**src/rtl/dma_pkg.sv**
```systemverilog
// Shared definitions for the bus_dma word-copy engine.
//   - Register indices as selected by cfg_addr[4:2] (byte offset = index * 4)
//   - CTRL / STATUS bit positions
//   - Copy FSM state encoding
package dma_pkg;

  // Register indices (cfg_addr[4:2]); byte offsets 0x00..0x10.
  localparam logic [2:0] DMA_SRC    = 3'd0;
  localparam logic [2:0] DMA_DST    = 3'd1;
  localparam logic [2:0] DMA_LEN    = 3'd2;
  localparam logic [2:0] DMA_CTRL   = 3'd3;
  localparam logic [2:0] DMA_STATUS = 3'd4;

  // CTRL bits: start is write-1 (reads 0); irq_en exists only with DMA_IRQ_EN.
  localparam int CTRL_START  = 0;
  localparam int CTRL_IRQ_EN = 1;

  // STATUS bits (read-only).
  localparam int STATUS_BUSY = 0;
  localparam int STATUS_DONE = 1;

  typedef enum logic [2:0] {
    ST_IDLE,
    ST_RD,
    ST_RWAIT,
    ST_WR,
    ST_DONE
  } dma_state_e;

endpackage

```
**src/rtl/bus_dma_regs.sv**
```systemverilog
// bus_dma_regs: programming registers and cfg read mux of the DMA engine.
// Optional feature macro: DMA_IRQ_EN (CTRL.bit1 irq enable, irq = done & irq_en).
// Ports:
//   clk_i, rst_i            clock, asynchronous active-low reset
//   cfg_req_i/we_i/addr_i/wdata_i  device-side access; addr[4:2] selects register
//   cfg_rdata_o             read data, registered (valid cycle after request)
//   busy                    engine busy; programming writes are dropped while set
//   done_set                engine is in its DONE cycle
//   src, dst, len           programmed copy parameters
//   start                   one-cycle start strobe (accepted CTRL write with bit0)
//   irq                     done interrupt level
module bus_dma_regs
  import dma_pkg::*;
#(
  parameter int DataWidth = 32,
  parameter int LenWidth  = 16
) (
  input  logic                 clk_i,
  input  logic                 rst_i,
  input  logic                 cfg_req_i,
  input  logic                 cfg_we_i,
  input  logic [31:0]          cfg_addr_i,
  input  logic [DataWidth-1:0] cfg_wdata_i,
  output logic [DataWidth-1:0] cfg_rdata_o,
  input  logic                 busy,
  input  logic                 done_set,
  output logic [31:0]          src,
  output logic [31:0]          dst,
  output logic [LenWidth-1:0]  len,
  output logic                 start,
  output logic                 irq
);

  logic [2:0]           idx;
  logic                 wr_en;
  logic                 ctrl_wr;
  logic                 done;
  logic [DataWidth-1:0] rd_mux;
  logic                 unused_addr;

  assign idx     = cfg_addr_i[4:2];
  assign wr_en   = cfg_req_i & cfg_we_i & ~busy;
  assign ctrl_wr = wr_en & (idx == DMA_CTRL);
  assign start   = ctrl_wr & cfg_wdata_i[CTRL_START];

  // Only bits [4:2] decode the window; the rest alias.
  assign unused_addr = ^{cfg_addr_i[31:5], cfg_addr_i[1:0]};

`ifdef DMA_IRQ_EN
  logic irq_en;

  always_ff @(posedge clk_i or negedge rst_i) begin
    if (!rst_i) begin
      irq_en <= 1'b0;
    end else if (ctrl_wr) begin
      irq_en <= cfg_wdata_i[CTRL_IRQ_EN];
    end
  end

  assign irq = done & irq_en;
`else
  assign irq = 1'b0;
`endif

  // NOTE: sequential state uses non-blocking (<=) so every flop samples
  // pre-edge values; the reset branch is asynchronous and covers all state.
  always_ff @(posedge clk_i or negedge rst_i) begin
    if (!rst_i) begin
      src <= '0;
      dst <= '0;
      len <= '0;
    end else if (wr_en) begin
      case (idx)
        DMA_SRC: src <= {cfg_wdata_i[31:2], 2'b00};
        DMA_DST: dst <= {cfg_wdata_i[31:2], 2'b00};
        DMA_LEN: len <= cfg_wdata_i[LenWidth-1:0];
        default: ;
      endcase
    end
  end

  // A plain CTRL write landing in the DONE cycle must not lose the completion;
  // a CTRL write carrying start begins a new transfer and clears done.
  always_ff @(posedge clk_i or negedge rst_i) begin
    if (!rst_i) begin
      done <= 1'b0;
    end else if (done_set && !start) begin
      done <= 1'b1;
    end else if (ctrl_wr) begin
      done <= 1'b0;
    end
  end

  // NOTE: every always_comb output gets a default first, so no path can
  // leave it unassigned and infer a latch.
  always_comb begin
    rd_mux = '0;
    case (idx)
      DMA_SRC:    rd_mux = src;
      DMA_DST:    rd_mux = dst;
      DMA_LEN:    rd_mux[LenWidth-1:0] = len;
`ifdef DMA_IRQ_EN
      DMA_CTRL:   rd_mux[CTRL_IRQ_EN] = irq_en;
`endif
      DMA_STATUS: begin
        rd_mux[STATUS_BUSY] = busy;
        rd_mux[STATUS_DONE] = done;
      end
      default:    rd_mux = '0;
    endcase
  end

  always_ff @(posedge clk_i or negedge rst_i) begin
    if (!rst_i) begin
      cfg_rdata_o <= '0;
    end else if (cfg_req_i && !cfg_we_i) begin
      cfg_rdata_o <= rd_mux;
    end else begin
      cfg_rdata_o <= '0;
    end
  end

endmodule

```
**src/rtl/bus_dma.sv**
```systemverilog
// bus_dma: word-copy DMA engine. Programmed through a register window
// (SRC, DST, LEN, CTRL, STATUS), then copies LEN words from SRC to DST as
// read-then-write pairs on its host bus port. Addresses wrap mod 2^32.
// Optional feature macro: DMA_IRQ_EN (done interrupt on irq_o).
// Ports:
//   clk_i, rst_i       clock, asynchronous active-low reset
//   cfg_*              device-side register access (rdata valid next cycle)
//   host_req_o/gnt_i   host request; a transfer happens in a req&gnt cycle
//   host_we_o, host_addr_o, host_wdata_o   held stable until granted
//   host_rdata_i       read data, valid the cycle after a granted read
//   irq_o              done interrupt (0 unless DMA_IRQ_EN)
module bus_dma
  import dma_pkg::*;
#(
  parameter int DataWidth = 32,
  parameter int LenWidth  = 16
) (
  input  logic                 clk_i,
  input  logic                 rst_i,
  input  logic                 cfg_req_i,
  input  logic                 cfg_we_i,
  input  logic [31:0]          cfg_addr_i,
  input  logic [DataWidth-1:0] cfg_wdata_i,
  output logic [DataWidth-1:0] cfg_rdata_o,
  output logic                 host_req_o,
  input  logic                 host_gnt_i,
  output logic                 host_we_o,
  output logic [31:0]          host_addr_o,
  output logic [DataWidth-1:0] host_wdata_o,
  input  logic [DataWidth-1:0] host_rdata_i,
  output logic                 irq_o
);

  dma_state_e          state;
  logic [31:0]         src;
  logic [31:0]         dst;
  logic [LenWidth-1:0] len;
  logic                start;
  logic                busy;
  logic                done_set;
  logic [31:0]         cur_src;
  logic [31:0]         cur_dst;
  logic [LenWidth-1:0] remaining;

  assign busy     = (state == ST_RD) || (state == ST_RWAIT) || (state == ST_WR);
  assign done_set = (state == ST_DONE);

  bus_dma_regs #(
    .DataWidth(DataWidth),
    .LenWidth (LenWidth)
  ) u_regs (
    .clk_i      (clk_i),
    .rst_i      (rst_i),
    .cfg_req_i  (cfg_req_i),
    .cfg_we_i   (cfg_we_i),
    .cfg_addr_i (cfg_addr_i),
    .cfg_wdata_i(cfg_wdata_i),
    .cfg_rdata_o(cfg_rdata_o),
    .busy       (busy),
    .done_set   (done_set),
    .src        (src),
    .dst        (dst),
    .len        (len),
    .start      (start),
    .irq        (irq_o)
  );

  // host_wdata_o doubles as the data buffer between the read and the write.
  always_ff @(posedge clk_i or negedge rst_i) begin
    if (!rst_i) begin
      state        <= ST_IDLE;
      cur_src      <= '0;
      cur_dst      <= '0;
      remaining    <= '0;
      host_req_o   <= 1'b0;
      host_we_o    <= 1'b0;
      host_addr_o  <= '0;
      host_wdata_o <= '0;
    end else begin
      case (state)
        // DONE behaves like IDLE for a new start, so a start written in the
        // DONE cycle restarts immediately.
        ST_IDLE, ST_DONE: begin
          if (start) begin
            cur_src   <= src;
            cur_dst   <= dst;
            remaining <= len;
            if (len != '0) begin
              state       <= ST_RD;
              host_req_o  <= 1'b1;
              host_we_o   <= 1'b0;
              host_addr_o <= src;
            end else begin
              state <= ST_DONE;
            end
          end else begin
            state <= ST_IDLE;
          end
        end

        ST_RD: begin
          if (host_gnt_i) begin
            host_req_o <= 1'b0;
            state      <= ST_RWAIT;
          end
        end

        ST_RWAIT: begin
          host_wdata_o <= host_rdata_i;
          host_req_o   <= 1'b1;
          host_we_o    <= 1'b1;
          host_addr_o  <= cur_dst;
          state        <= ST_WR;
        end

        ST_WR: begin
          if (host_gnt_i) begin
            cur_src   <= cur_src + 32'd4;
            cur_dst   <= cur_dst + 32'd4;
            remaining <= remaining - LenWidth'(1);
            host_we_o <= 1'b0;
            if (remaining == LenWidth'(1)) begin
              host_req_o <= 1'b0;
              state      <= ST_DONE;
            end else begin
              // Next read issues straight away; req stays high.
              host_req_o  <= 1'b1;
              host_addr_o <= cur_src + 32'd4;
              state       <= ST_RD;
            end
          end
        end

        default: begin
          host_req_o <= 1'b0;
          host_we_o  <= 1'b0;
          state      <= ST_IDLE;
        end
      endcase
    end
  end

endmodule

```
**config.mk**
```make
export PLATFORM = sky130hd
export DESIGN_NAME = bus_dma
export DESIGN_NICKNAME = d
export VERILOG_FILES = /design/src/rtl/dma_pkg.sv /design/src/rtl/bus_dma_regs.sv /design/src/rtl/bus_dma.sv
export SDC_FILE = /design/constraint.sdc
export NUM_CORES = 1
export LEC_CHECK = 0
export ABC_AREA = 1
export CORE_MARGIN = 5
export CORE_UTILIZATION = 59
export DETAILED_ROUTE_END_ITERATION = 8
export PLACE_DENSITY = 0.91
export SLEW_MARGIN = 15
export SYNTH_ARGS = -nofsm -noshare
export SYNTH_HDL_FRONTEND = slang
export SYNTH_HIERARCHICAL = 1
export SYNTH_SLANG_ARGS = --single-unit
```
**constraint.sdc**
```tcl
create_clock -name clk_i -period 4.6 [get_ports clk_i]
set_input_delay 1.15 -clock clk_i [delete_from_list [all_inputs] [get_ports clk_i]]
set_output_delay 1.15 -clock clk_i [all_outputs]
set_load 0.1 [all_outputs]
```
Word-level counts from Yosys, hierarchy flattened
Cells that the tools add are included.

Memories kept: 0. Memory bits (read-only): 0. Logic and storage cells: 92. Bits in writable memories: 0. Output and inout bits: 99. Bits of input ports: 101. Latch bits: 0. Bits in registers: 258.

Add/sub/neg operators: 3. Bitwise gates (word level): 6. Shift-type cells: 0. $lt $le $gt $ge: 0. Mux-type cells: 35. Multiply operators: 0. Divide/modulo/power cells: 0. Reduce and logical (&&, ||, !) cells: 21. Equal/unequal tests: 14.

Operators by type and width (number): 2-to-1 mux 32 bit (9); one-hot mux 32 bit (2 select lines) (2); one-hot mux 32 bit (3 select lines) (1); adder 32 x 3 -> 32 bit (second input constant) (2); one-hot mux 16 bit (2 select lines) (2); one-hot mux 14 bit (3 select lines) (1); 2-to-1 mux 16 bit (2); == test 16 x 1 -> 1 bit (second input constant) (1); nonzero test 16 bit (1); subtractor 16 x 1 -> 16 bit (second input constant) (1); 2-to-1 mux 3 bit (5); == test 3 x 2 -> 1 bit (second input constant) (4); one-hot mux 3 bit (4 select lines) (1); 2-to-1 mux 1 bit (9); != test 2 bit (second input constant) (4); one-hot mux 1 bit (4 select lines) (2); AND reduction 2 bit (4); AND reduction 4 bit (2); == test 3 x 1 -> 1 bit (second input constant) (2); == test 3 bit (second input constant) (2); logical NOT 3 bit (2); AND reduction 5 bit (1); AND 1 bit (4); one-hot mux 2 bit (2 select lines) (1); 9 further kinds (14).

Longest topological paths before layout
Gate-level depths: netlist of run 1.

Depth after elaboration: 10. Mapped depth: 16. Depth with buffers taken out: 15.

Modules after synthesis
The synthesis of run 1 kept the hierarchy.

By module, submodules not included: bus_dma (area an instance 8802.2 µm², times used 1, seq. area each 3728.6 µm², cells each 1300); bus_dma_regs (area an instance 4636.9 µm², times used 1, seq. area each 2727.6 µm², cells each 488).

Worst setup path before layout of run 1
OpenSTA, ideal clock, no wires.

Kind: input port to flip-flop. Start: in cfg_we_i. End: reg host_addr_o[29]. Stages: 13. Required time: 4.474 ns. Setup time: 0.126 ns. Arrival time: 2.532 ns. Buffers on the path: 2. Setup slack: 1.942 ns. Cells stage by stage: nand2_1 -> nor2_2 -> nand3_1 -> inv_1 -> inv_1 -> nor2_2 -> nand2_1 -> nand2_1 -> nand2_1 -> buf_2 -> buf_4 -> nor2_1 -> a21oi_1.

Longest elaborated chain between the ends: 6.

Ends and longest elaborated chain: from (decl) (line bus_dma.sv:21) `input logic cfg_we_i,`; AND 1 bit (2 in series) (line bus_dma_regs.sv:42) `assign wr_en = cfg_req_i & cfg_we_i & ~busy;`; AND 1 bit (line bus_dma_regs.sv:43) `assign ctrl_wr = wr_en & (idx == DMA_CTRL);`; AND 1 bit (line bus_dma_regs.sv:44) `assign start = ctrl_wr & cfg_wdata_i[CTRL_START];`; net start (line bus_dma.sv:38) `logic start;`; != test 2 x 1 -> 1 bit (no line); AND reduction 5 bit (no line); to (signal assigned) (line bus_dma.sv:92) `host_addr_o <= src;`; to (signal assigned) (line bus_dma.sv:112) `host_addr_o <= cur_dst;`; to (signal assigned) (line bus_dma.sv:128) `host_addr_o <= cur_src + 32'd4;`; to (decl) (line bus_dma.sv:28) `output logic [31:0] host_addr_o,`.

The timed path passes the listed nets, and every way through them passes these cells. A chain may end at the register's enable or synchronous reset.

Worst setup path in the final report of run 1
Start: in cfg_addr_i[4]. End: reg host_addr_o[13].

Longest elaborated chain between the ends: 5.

Ends and longest elaborated chain: from (decl) (line bus_dma.sv:22) `input logic [31:0] cfg_addr_i,`; == test 3 x 2 -> 1 bit (line bus_dma_regs.sv:43); AND 1 bit (line bus_dma_regs.sv:43); AND 1 bit (line bus_dma_regs.sv:44); net start (line bus_dma.sv:38); != test 2 x 1 -> 1 bit (no line); AND reduction 5 bit (no line).

The timed path passes the listed nets, and every way through them passes these cells.

==> metrics.md, run 1 <==
| Metric | Value |
|---|---|
| Remaining DRCs | `0` |
| Pin count of the biggest net entering global routing | `127` |
| Synth Instances | `1788` |
| Utilization after layout | `71.2%` |
| Setup Buffers After CTS | `0` |
| CTS root buf | `clkbuf_16` |
| Final GP Congestion | `0.967` |
| Total power | `12.6 mW` |
| Non-Filler Instances | `2227` |
| Synth Register Bits | `258` |
| Antenna-violating nets left | `0` |
| PD cells | `789 nW/um^2` |
| Multi-input combinational cell area | `6000 um^2` |
| DR WL/cell | `18.9 um` |
| Max clock buf depth | `3` |
| Worst hold stages | `2` |
| H-tree depth | `1` |
| Type of the tightest min-delay check | `flip-flop to flip-flop` |
| P&R area growth vs syn | `19.3%` |
| Cell Area, Placed | `15200 um^2` |
| Top cell type by total area after synthesis | `dfrtp_1` |
| PortBufs | `169` |
| Worst skew pair latency | `0.54 ns` |
| Synth top area cells | `dfrtp_1, nand2_1, nand3_1` |
| Netlist Area Pre-Place | `13400 um^2` |
| # placed instances | `2179` |
| Starting Density | `59.7%` |
| First-pass GRT wire length | `68100 um` |
| CP Max Fanout | `19` |
| Fillers | `1681` |
| Crit path kind | `input port to flip-flop` |
| Slew HR | `21.0%` |
| Nets | `2028` |
| Yosys cell types | `45` |
| Clock-pin slew on the worst setup and hold paths | `0.06 ns` |
| Most frequent cell after synthesis | `nand2_1` |
| HPWL after detailed placement | `29300 um` |
| Sequential area share after synthesis | `48.0%` |
| Min cycle time layout | `3.45 ns` |
| Global route overflow | `0` |
| Detailed Route Iter0 Violations | `1756` |
| Synth cell count leaders | `nand2_1, dfrtp_1, nor2_1` |
| Crit path DAT | `3.86 ns` |
| Static leakage | `7.50 nW` |
| Critical Path Start Type | `input port` |
| Via density | `5.88` |
| Worst ir drop on vdd | `0.799 mV` |
| Fin. Hold Viols | `0` |
| CTS Hold Bufs | `0` |
| CTS resizes | `0` |
| GRT Overall Usage | `32.4%` |
| Clk sinks | `258` |
| Full die area | `25900 um^2` |
| Setup TNS | `0 ns` |
| Clock Skew | `0.0126 ns` |
| Area of the core | `22500 um^2` |
| Max-slew violations | `0` |
| Routed WL | `42100 um` |
| Synth top area share | `48.0%` |
| Die X-Extent | `161 um` |
| R2R depth | `17` |
| Detailed Routing Iterations Pass 1 | `6` |
| Worst path required time | `5.02 ns` |
| Highest clock rate | `290 MHz` |
| # IOs | `200` |
| Diodes inserted | `0` |
| Worst Setup End Kind | `flip-flop` |
| FF/Latch Area | `6460 um^2` |
| CTS tree | `done` |
| Initial antenna violation count | `0` |
| Layout cells sized above 1 | `6.02%` |
| Final Setup Violations | `0` |
| Number of synthesized flops with an enable pin | `0` |
| DR vias | `13097` |
| Outcome | `complete, no violations` |
| Reported max-cap violation count | `0` |
| Slew of the pin with the lowest slew margin | `1.18 ns` |
| Syn avg cell area | `7.52 um^2` |
| Tcrit/Tclk final | `75.0%` |
| Post-synth ARST share | `100%` |
| Synth Flop Type | `dfrtp_1` |
| Vias in the first global route | `12774` |
| Synth warn | `6` |
| Height of the die | `161 um` |
| TritonCTS buffer count | `26` |
| RSZ-0062 raised after global routing | `no` |
| Num rows | `55` |
| Final Instance Area | `16000 um^2` |
[power breakdown]
group / leakage (nW) / switching [mW] / internal, mW
Combinational: 3.74 / 4.69 / 1.72
Sequential: 3.34 / 0.976 / 3.17
Clock: 0.414 / 0.907 / 1.18
Total: 7.50 / 6.57 / 6.07
[stage by stage]
step / setup slack [ns] / hold slack [ns]
5_1_grt: 1.07 / 0.496
4_1_cts: 1.22 / 0.473
2_1_floorplan: 1.94 / 0.443
3_5_place_dp: 0.709 / 0.458
6_report: 1.15 / 0.469
3_3_place_gp: 0.827 / 0.453
[layer usage]
layer | vias to the layer above | track usage (%) | share of wire (%)
li1 | 6026 | - | -
met1 | 6170 | 45.1 | 40
met2 | 806 | 51.7 | 46
met3 | 95 | 7.11 | 12
met4 | 0 | 9.31 | 2.8
met5 | - | 0 | 0
[final cells by class]
class / instances / area share [%]
Sequential cell: 258 / 40.3
Multi-Input combinational cell: 1317 / 37.4
Timing Repair Buffer: 187 / 11.7
Clock buffer: 37 / 4.89
Inverter: 133 / 3.14
Tap cell: 285 / 2.22
Clock inverter: 10 / 0.359
[layout by cell type (no fill, tap or decap), types with 6 or more instances in the layout]
master	instances
clkinv_2	8
nand2_1	616
nand4_1	7
a21oi_1	88
o21ai_2	30
dfrtp_1	258
inv_1	124
nand3_1	145
o21ai_1	49
clkbuf_8	7
a21boi_1	10
a22oi_1	27
buf_4	15
clkbuf_16	27
o21ai_0	86
clkdlybuf4s50_1	168
nor2_1	191
o211ai_1	6
xor2_1	9
[flip-flops by register name, indices dropped and copies added (netlist names)]
signal              count
cur_dst                32
u_regs/src             30
host_we_o               1
u_regs/done             1
host_req_o              1
u_regs/dst             30
remaining              16
host_addr_o            32
state                   3
u_regs/cfg_rdata_o     32
cur_src                32
u_regs/len             16
host_wdata_o           32
[worst max-delay path: stages]
cell and delay, ns:
clkdlybuf4s50_1 0.76, nor2_1 0.12, nand3_1 0.13, inv_1 0.07
inv_1 0.06, nor2_2 0.08, nand2_1 0.12, nand2_1 0.07
buf_4 0.21, nand2_1 0.09, clkinv_1 0.61, nand2_1 0.31
nand2_1 0.09
[path summary, 6_finish.rpt]
kind / slack (ns) / startpoint / end
max: 1.15 / cfg_addr_i[4] / host_addr_o[13]$_DFFE_PN0P_
min: 0.47 / host_wdata_o[1]$_DFFE_PN0N_ / host_wdata_o[1]$_DFFE_PN0N_
max reg2reg: 1.33 / state[0]$_DFFE_PN0P_ / host_addr_o[13]$_DFFE_PN0P_
min reg2reg: 0.47 / host_wdata_o[1]$_DFFE_PN0N_ / host_wdata_o[1]$_DFFE_PN0N_
max in group asynchronous: 2.96 / rst_i / u_regs/src[29]$_DFFE_PN0P_
min in group asynchronous: 0.66 / rst_i / u_regs/cfg_rdata_o[1]$_DFF_PN0_
[cell families after synthesis]
kind of cell / Yosys count / share of synthesized area, %
AOI/OAI and AO/OA: 311 / 13.5
xor gates and xnor gates: 11 / 0.717
adders and majority gates: 4 / 0.372
buffers and inverters: 217 / 7.43
DFF: 258 / 48.0
other: 1 / 0.0279
and+or+nand+nor: 986 / 29.9
Note: power is estimated with default switching activity, not from simulation.
==> inputs of run 2 (changes only) <==
Settings changed: CORE_UTILIZATION 59 to 50, PLACE_DENSITY 0.91 to 0.83.
Clock period 4.6 ns to 2.82 ns, I/O delays scaled along.
==> run 2 against run 1 <==
Setup slack worse by 0.82 ns. Largest cell class unchanged. Core utilization is 11 points lower. Critical path depth stayed put. Largest power group unchanged. Final cell count is 3.6% higher. Design area is 0.78% higher. Global-route usage is 5.8 points lower. Sequential power is 62% higher. Combinational power is 64% higher. Clock power is 79% higher. Non-clock buffer count is 19 higher. Total power is 66% higher. Sequential share of layout area is 0.31 points lower.
==> metrics.md, run 2 (same netlist as run 1, synthesis figures left out) <==
| Metric | Value |
|---|---|
| Antenna-violating nets left | `0` |
| Slew of the pin with the lowest slew margin | `1.12 ns` |
| Max clock buf depth | `3` |
| Reg2reg start | `state[0]$_DFFE_PN0P_` |
| Pin count of the biggest net entering global routing | `86` |
| Layout cells sized above 1 | `12.2%` |
| Crit path kind | `flip-flop to flip-flop` |
| Nets | `2049` |
| Worst ir drop on vdd | `1.22 mV` |
| Clock Skew | `0.0147 ns` |
| RSZ-0062 raised after global routing | `no` |
| Vias in the first global route | `12620` |
| Outcome | `complete, no violations` |
| Hold WS | `0.104 ns` |
| DR WL/cell | `18.0 um` |
| Max incr delay on CP | `0.49 ns` |
| Via density | `5.61` |
| CTS Hold Bufs | `0` |
| R2R depth | `13` |
| Die X-Extent | `174 um` |
| # IOs | `200` |
| Setup Buffers After CTS | `0` |
| Final Instance Area | `16200 um^2` |
| DR vias | `12948` |
| Crit path max-delay family | `simple AND/OR/NAND/NOR gates` |
| Type of the tightest min-delay check | `input port to async pin` |
| P&R area growth vs syn | `20.2%` |
| Setup WS pre-CTS | `0.101 ns` |
| Diodes inserted | `0` |
| Global route overflow | `0` |
| CTS tree | `done` |
| Crit path DAT | `2.94 ns` |
| Clock-pin slew on the worst setup and hold paths | `0.06 ns` |
| First-pass GRT wire length | `66500 um` |
| Setup slack after layout | `0.333 ns` |
| HPWL after detailed placement | `29700 um` |
| TritonCTS buffer count | `28` |
| Clk sinks | `258` |
| PortBufs | `169` |
| CTS resizes | `0` |
| Met3 Usage GRT | `5.18%` |
| GRT Overall Usage | `26.6%` |
| H-tree depth | `1` |
| Stages on the worst setup path | `13` |
| Reported max-cap violation count | `0` |
| Reg2reg setup slack | `0.33 ns` |
| CP Max Fanout | `54` |
| Worst path required time | `3.27 ns` |
| Setup TNS | `0 ns` |
| Remaining DRCs | `0` |
| Final Setup Violations | `0` |
| Cell Area, Placed | `15200 um^2` |
| Tcrit/Tclk final | `88.2%` |
| Max-slew violations | `0` |
| Min cycle time layout | `2.49 ns` |
| GR peak layer | `met2` |
| Full die area | `30300 um^2` |
| Worst Setup End Kind | `flip-flop` |
| Final GP Congestion | `1.00` |
| PD cells | `1300 nW/um^2` |
| Crit-path slowest cell | `dfrtp_1` |
| Detailed Routing Iterations Pass 1 | `7` |
| Met1 Use GR | `37.0%` |
| Detailed Route Iter0 Violations | `1439` |
| Commonest non-fill, non-tap cell in the layout | `nand2_1` |
| Num rows | `60` |
| Static leakage | `7.81 nW` |
| Worst skew pair latency | `0.55 ns` |
| Highest clock rate | `402 MHz` |
| Commonest cells after routing, fill and taps aside | `nand2_1, dfrtp_1, nor2_1` |
| Worst Path Buf+Inv | `4` |
| CTS root buf | `clkbuf_16` |
| Area of the core | `26700 um^2` |
| Routed WL | `41400 um` |
| Slew HR | `25.1%` |
| CP cell instances | `inv_2 > nand2_2 > inv_1 > nor2_1 > nor2_2 > nand3_1 > inv_1 > nor2_1 > a21oi_4 > nand2_4 > buf_12 > a21oi_1 > a21boi_0` |
| Starting Density | `50.3%` |
| Initial antenna violation count | `0` |
| Height of the die | `174 um` |
| Reg2reg end | `cur_src[21]$_DFFE_PN0P_` |
| Critical Path Start Type | `flip-flop` |
| Met2 usage | `42.9%` |
| Fin. Hold Viols | `0` |
run 2: changes by cell type in the layout (fill, tap and decap cells not counted), sizes merged:
cell           previous run  this run
clkinv                   10        13
buf                      19       136
bufinv                    0         2
clkdlybuf4s50           168        70
run 2: worst max-delay path by stage:
stage	from	end	slack (ns)
3_5_place_dp	cfg_addr_i[3]	host_addr_o[29]$_DFFE_PN0P_	0.10
6_report	state[0]$_DFFE_PN0P_	cur_src[21]$_DFFE_PN0P_	0.33
2_1_floorplan	state[0]$_DFFE_PN0P_	host_addr_o[29]$_DFFE_PN0P_	0.58
5_1_grt	state[0]$_DFFE_PN0P_	cur_src[22]$_DFFE_PN0P_	0.20
3_3_place_gp	cfg_addr_i[3]	host_addr_o[29]$_DFFE_PN0P_	0.14
4_1_cts	state[0]$_DFFE_PN0P_	cur_src[21]$_DFFE_PN0P_	0.37
run 2: area by class of cell:
type	instances	area (um^2)
clock inverters	15	133
repair buffers	206	1820
multi-input cells	1317	6000
clock buffers	37	816
inverters	133	503
well taps	341	427
flip-flops and latches	258	6460
fillers	2339	10600
run 2: report_power, final:
group	total [mW]	switching [mW]	internal, mW
Combinational	10.5	7.70	2.83
Sequential	6.69	1.53	5.17
Clock	3.75	1.54	2.21
Total	21.0	10.8	10.2
run 2: per-stage QoR:
stage               util, %  total power, mW  cells
floorplan                 -             14.0   1792
global placement       56.9             16.7   2255
detailed placement     56.9             17.0   2255
CTS                    60.4             20.8   2307
global route           60.4             22.1   2307
finish                 60.4             21.0   2307
run 2: per-layer routing:
layer,vias up,part of all wire [%],routed length [um]
li1,6077,-,-
met1,6157,41,17000
met2,610,46,19200
met3,104,9.5,3930
met4,0,3.0,1260
met5,-,0,0
